[config.mk]
export PLATFORM = sky130hd
export DESIGN_NAME = multiplier_seq
export DESIGN_NICKNAME = d
export VERILOG_FILES = /design/src/rtl/multiplier_seq.sv
export SDC_FILE = /design/constraint.sdc
export NUM_CORES = 1
export LEC_CHECK = 0
export ABC_AREA = 1
export CAP_MARGIN = 25
export CELL_PAD_IN_SITES_DETAIL_PLACEMENT = 1
export CELL_PAD_IN_SITES_GLOBAL_PLACEMENT = 2
export CORE_MARGIN = 2
export CORE_UTILIZATION = 30
export DETAILED_ROUTE_END_ITERATION = 16
export PLACE_DENSITY_LB_ADDON = 0.1
export SLEW_MARGIN = 20
export SYNTH_ARGS = -nofsm -noshare
export SYNTH_HDL_FRONTEND = slang
export SYNTH_SLANG_ARGS = --single-unit
[constraint.sdc]
create_clock -name clk -period 5.25 [get_ports clk]
set_input_delay 1.05 -clock clk [delete_from_list [all_inputs] [get_ports clk]]
set_output_delay 1.05 -clock clk [all_outputs]
set_load 0.1 [all_outputs]
[src/rtl/multiplier_seq.sv]
// Sequential shift-add multiply-accumulate: product = multiplicand * multiplier + addend.
// Define EARLY_TERM_EN to finish as soon as the remaining multiplier bits are all zero.
module multiplier_seq #(
    parameter int BITSIZE = 16
) (
    input  logic                   clk,
    input  logic                   rst,
    input  logic                   strt,
    input  logic [BITSIZE-1:0]     multiplicand,
    input  logic [BITSIZE-1:0]     multiplier,
    input  logic [BITSIZE-1:0]     addend,
    output logic [2*BITSIZE-1:0]   product,
    output logic                   done,
    output logic                   idle
);

    localparam int CNT_W = (BITSIZE > 1) ? $clog2(BITSIZE) : 1;

    typedef enum logic [1:0] {
        IDLE     = 2'd0,
        CALC     = 2'd1,
        POSTCALC = 2'd2
    } state_t;

    state_t                 state_r;
    state_t                 state_s;
    logic [2*BITSIZE-1:0]   acc_r;
    logic [2*BITSIZE-1:0]   mcand_r;
    logic [BITSIZE-1:0]     mreg_r;
    logic [CNT_W-1:0]       cnt_r;
    logic                   calc_last_s;
    logic                   skip_calc_s;

`ifdef EARLY_TERM_EN
    logic [BITSIZE-1:0]     mreg_shift_s;

    // Stop once no set multiplier bits remain; a zero operand skips CALC entirely.
    always_comb begin
        mreg_shift_s = mreg_r >> 1;
        calc_last_s  = (cnt_r == {CNT_W{1'b0}}) || (mreg_shift_s == {BITSIZE{1'b0}});
        skip_calc_s  = (multiplier == {BITSIZE{1'b0}}) || (multiplicand == {BITSIZE{1'b0}});
    end
`else
    // Fixed-length CALC: always walk all multiplier bits.
    always_comb begin
        calc_last_s = (cnt_r == {CNT_W{1'b0}});
        skip_calc_s = 1'b0;
    end
`endif

    // State register.
    always_ff @(posedge clk or posedge rst) begin
        if (rst) begin
            state_r <= IDLE;
        end else begin
            state_r <= state_s;
        end
    end

    // Next-state logic.
    always_comb begin
        state_s = state_r;
        case (state_r)
            IDLE: begin
                if (strt) begin
                    if (skip_calc_s) begin
                        state_s = POSTCALC;
                    end else begin
                        state_s = CALC;
                    end
                end else begin
                    state_s = IDLE;
                end
            end
            CALC: begin
                if (calc_last_s) begin
                    state_s = POSTCALC;
                end else begin
                    state_s = CALC;
                end
            end
            POSTCALC: state_s = IDLE;
            default:  state_s = IDLE;
        endcase
    end

    // Datapath: operand capture, one partial-product bit per clock, result publish.
    always_ff @(posedge clk or posedge rst) begin
        if (rst) begin
            acc_r   <= {(2*BITSIZE){1'b0}};
            mcand_r <= {(2*BITSIZE){1'b0}};
            mreg_r  <= {BITSIZE{1'b0}};
            cnt_r   <= {CNT_W{1'b0}};
            product <= {(2*BITSIZE){1'b0}};
            done    <= 1'b0;
        end else begin
            done <= 1'b0;
            case (state_r)
                IDLE: begin
                    if (strt) begin
                        acc_r   <= {{BITSIZE{1'b0}}, addend};
                        mcand_r <= {{BITSIZE{1'b0}}, multiplicand};
                        mreg_r  <= multiplier;
                        cnt_r   <= CNT_W'(BITSIZE - 1);
                    end
                end
                CALC: begin
                    if (mreg_r[0]) begin
                        acc_r <= acc_r + mcand_r;
                    end
                    mcand_r <= mcand_r << 1;
                    mreg_r  <= mreg_r >> 1;
                    cnt_r   <= cnt_r - CNT_W'(1);
                end
                POSTCALC: begin
                    product <= acc_r;
                    done    <= 1'b1;
                end
                default: begin
                    done <= 1'b0;
                end
            endcase
        end
    end

    // Ready flag decoded straight from the state register.
    assign idle = (state_r == IDLE);

endmodule

Yosys cells after proc, flatten, opt, wreduce, memory -nomap -nowiden
Cells that the tools add are included.
- flip-flop bits (word level): 119
- input bits: 51
- output and inout bits: 34
- word-level logic and storage cells: 31
- add/sub/neg operators: 2
- equal/unequal tests: 4
- multiplexer cells: 13
- reductions and logical operators: 5
- operators by type and width (operator ; number):
    $pmux 32 s2 ; 2
    $mux 32 ; 3
    $add 32x32->32 ; 1
    $pmux 16 s2 ; 1
    $mux 16 ; 1
    $pmux 4 s2 ; 1
    $logic_not 4->1 ; 1
    $mux 4 ; 1
    $ne 2x2->1 const B ; 2
    $pmux 2 s2 ; 1
    $sub 4x1->4 const B ; 1
    $reduce_and 3->1 ; 1
    $eq 2x1->1 const B ; 1
    $eq 2x2->1 const B ; 1
    $logic_not 2->1 ; 1
    $mux 1 ; 2
    $mux 2 ; 1
    $reduce_and 2->1 ; 1
    $reduce_bool 2->1 ; 1

Logic depth before layout (Yosys ltp)
- depth in word-level cells: 3
- depth in mapped cells: 12
- mapped depth without buffers: 12

Least setup slack after synthesis
OpenSTA, ideal clock, no wires.
- path kind: reg2out
- from: register state_r[0]
- to: output idle
- arrival time: 2027 ps
- required time: 4200 ps
- path slack: 2173 ps
- stages on the path, launching flop included: 4
- buffers on the path: 2
- cells stage by stage: dfrtp_1 buf_2 clkbuf_1 nor2_1
- cells in the longest elaborated chain, start to end: 1
- RTL lines (element ; RTL line ; RTL):
    start: declaration ; 25 ; state_t state_r;
    start signal: assignment ; 56 ; state_r <= state_s;
    $logic_not 2->1 ; 127 ; assign idle = (state_r == IDLE);
    end: declaration ; 14 ; output logic idle
Every way passes these cells.

Final worst setup path
Ends and elaborated chain as after synthesis.

==> out/qor.yml <==
multi_input_comb_area_um2: 3435
stdcell_count: 1448
dp.cells: 1416
fin_skew_ps: 15.30
synth_commonest_cells: "nand2_1 (362), inv_1 (167), dfrtp_1 (119)"
min_path_type: "flip-flop to flip-flop"
synth_most_common_cell: "nand2_1"
die_w_um: 159.0
port_buffers: 84
cts_inserted_buffers: 17
syn_area_um2: 7209
drc: 0
synth_edf_count: 0
antenna_cells: 0
cp.arrival_ps: 2450
holdBufCountCts: 0
grt_overflow: 0
ff_latch_area_um2: 2978
start_util: 0.3062
grt_pass1_vias: 6776
rows: 56
cts_resized: 0
first_pass_iters: 6
viasPerCell: 4.630
r2r_slack_ps: 2120
pin_count: 85
async_flop_share: 1.000
worst_pin_slew_ps: 977.4
finalSetupTns_ps: 0
rsz0062_at_grt: "no"
drv_cap: 0
grt_start_max_net_pins: 54
avgSynthCellArea_um2: 6.945
clock_latency_ps: 430
ys_seq_elements: 119
cts-root-buf: "clkbuf_16"
grt_usage: 0.1872
ant_nets: 0
seq_area_frac_synth: 0.4131
fmax_mhz: 285.9
finalSetupViolations: 0
vias: 6704
areaGrowthSynthToFinish_pct: 24.19
wl_per_cell_um: 16.00
synth.area.top_cells: "dfrtp_1 (41%), nand2_1 (19%), inv_1 (8.7%), ha_1 (5.6%), nor2_1 (4.3%)"
place_congestion: 0.7979
fp.coreArea_um2: 23540
ys_warn_count: 0
synthesis.nets: 1122
cts_setup_buffers: 0
finalHoldViolCount: 0
cts_sinks: 119
synth.distinct_cells: 33
htreeDepth: 4
startpoint_type: "flip-flop"
drive_gt1_frac: 0.04429
drt_iter0_markers: 240
crit_fanout: 20
dpl.hpwl_um: 17190
cp.required_ps: 4200
die_y_um: 159.0
dieArea_um2: 25290
synth_flop_cell: "dfrtp_1"
antenna_found_initial: 0
maxSlewHeadroom: 0.3463
cts.clk_slew.worst_paths_ps: 70
synth_top_cell_by_area: "dfrtp_1"
outcome: "finished clean"
clockBufferDepth: 2
synth_top_area_frac: 0.4131
maxSlewViolCount: 0
grt_pass1_wl_um: 37230
cp-end-kind: "output port"
period_share: 0.6663
syn_inst: 1038
num-fill-cells: 3017
final.min_clock_period_ps: 3498
layout.nets: 1200
drt_wl_total_um: 23180
cts_tree: "yes"
criticalPathCategory: "flip-flop to output port"
critical path, stage by stage, from the launching register on:
cell	delay, ps
dfrtp_1	660
nor2_1	200
clkdlybuf4s50_1	1150
sequential cells by signal, summed over array words and instances, names as in the netlist:
signal	cells
acc_r	32
cnt_r	4
done	1
mcand_r	32
mreg_r	16
product	32
state_r	2
layer usage:
| layer | track usage | up-vias | wire length (um) |
|---|---|---|---|
| met4 | 0.04669 | 0 | 306 |
| li1 | - | 3413 | - |
| met3 | 0.03074 | 17 | 473 |
| met2 | 0.3099 | 77 | 10950 |
| met5 | 0 | - | 0 |
| met1 | 0.2554 | 3197 | 11440 |
final timing paths:
path,startpoint,end,cells past startpoint
min in group asynchronous,rst,acc_r[20]$_DFFE_PP0P_,2
max in group asynchronous,rst,mcand_r[10]$_DFFE_PP0P_,3
setup / recovery,state_r[0]$_DFF_PP0_,idle,2
setup reg to reg,state_r[0]$_DFF_PP0_,cnt_r[3]$_DFFE_PP0P_,9
hold reg to reg,product[22]$_DFFE_PP0P_,product[22]$_DFFE_PP0P_,2
hold / removal,product[22]$_DFFE_PP0P_,product[22]$_DFFE_PP0P_,2
layout by cell type (no fill, tap or decap), drive strengths merged:
master / count
xor2: 8
o211ai: 1
xnor2: 1
a41oi: 1
inv: 182
ha: 32
clkinvlp: 1
o22ai: 23
nor3: 4
clkinv: 3
a22oi: 1
clkdlybuf4s50: 84
dfrtp: 119
nand4: 5
o21bai: 3
nand3b: 1
nor2: 87
or2: 1
nand3: 51
clkbuf: 17
fa: 1
a22o: 2
a31oi: 3
buf: 5
bufinv: 2
a21o: 1
a21oi: 59
nand2: 362
o21ai: 69
per-stage QoR:
stage / area (um2) / setup slack, ps / hold WS (ps) / utilization
after floorplan: 7209 / 1043 / 402.7 / -
after global placement: 8347 / 1769 / 455.8 / 0.3545
after detailed placement: 8347 / 1656 / 433.3 / 0.3545
after CTS: 8954 / 1725 / 473.2 / 0.3803
after global routing: 8954 / 1638 / 488.0 / 0.3803
final: 8954 / 1752 / 471.4 / 0.3803
final cells by class:
cell class	instances	share of cell area
Sequential cell	119	0.3326
Multi-Input combinational cell	716	0.3836
Tap cell	319	0.04458
Clock buffer	17	0.04751
Inverter	173	0.07336
Clock inverter	15	0.02026
Timing Repair Buffer	89	0.09810
cell families (layout without fill, tap and decap cells):
group                      Yosys count  count (layout)  share of synthesized area
and+or+nand+nor                    511             511                     0.2858
buffers and inverters              203             294                     0.1105
AOI/OAI and AO/OA                  163             163                     0.1213
DFF                                119             119                     0.4131
adders and majority gates           33              33                    0.05831
xor gates and xnor gates             9               9                    0.01093
Power is left out: the tool's default activity adds up to more than one toggle a clock period on the data nets, which glitch-free logic cannot reach.
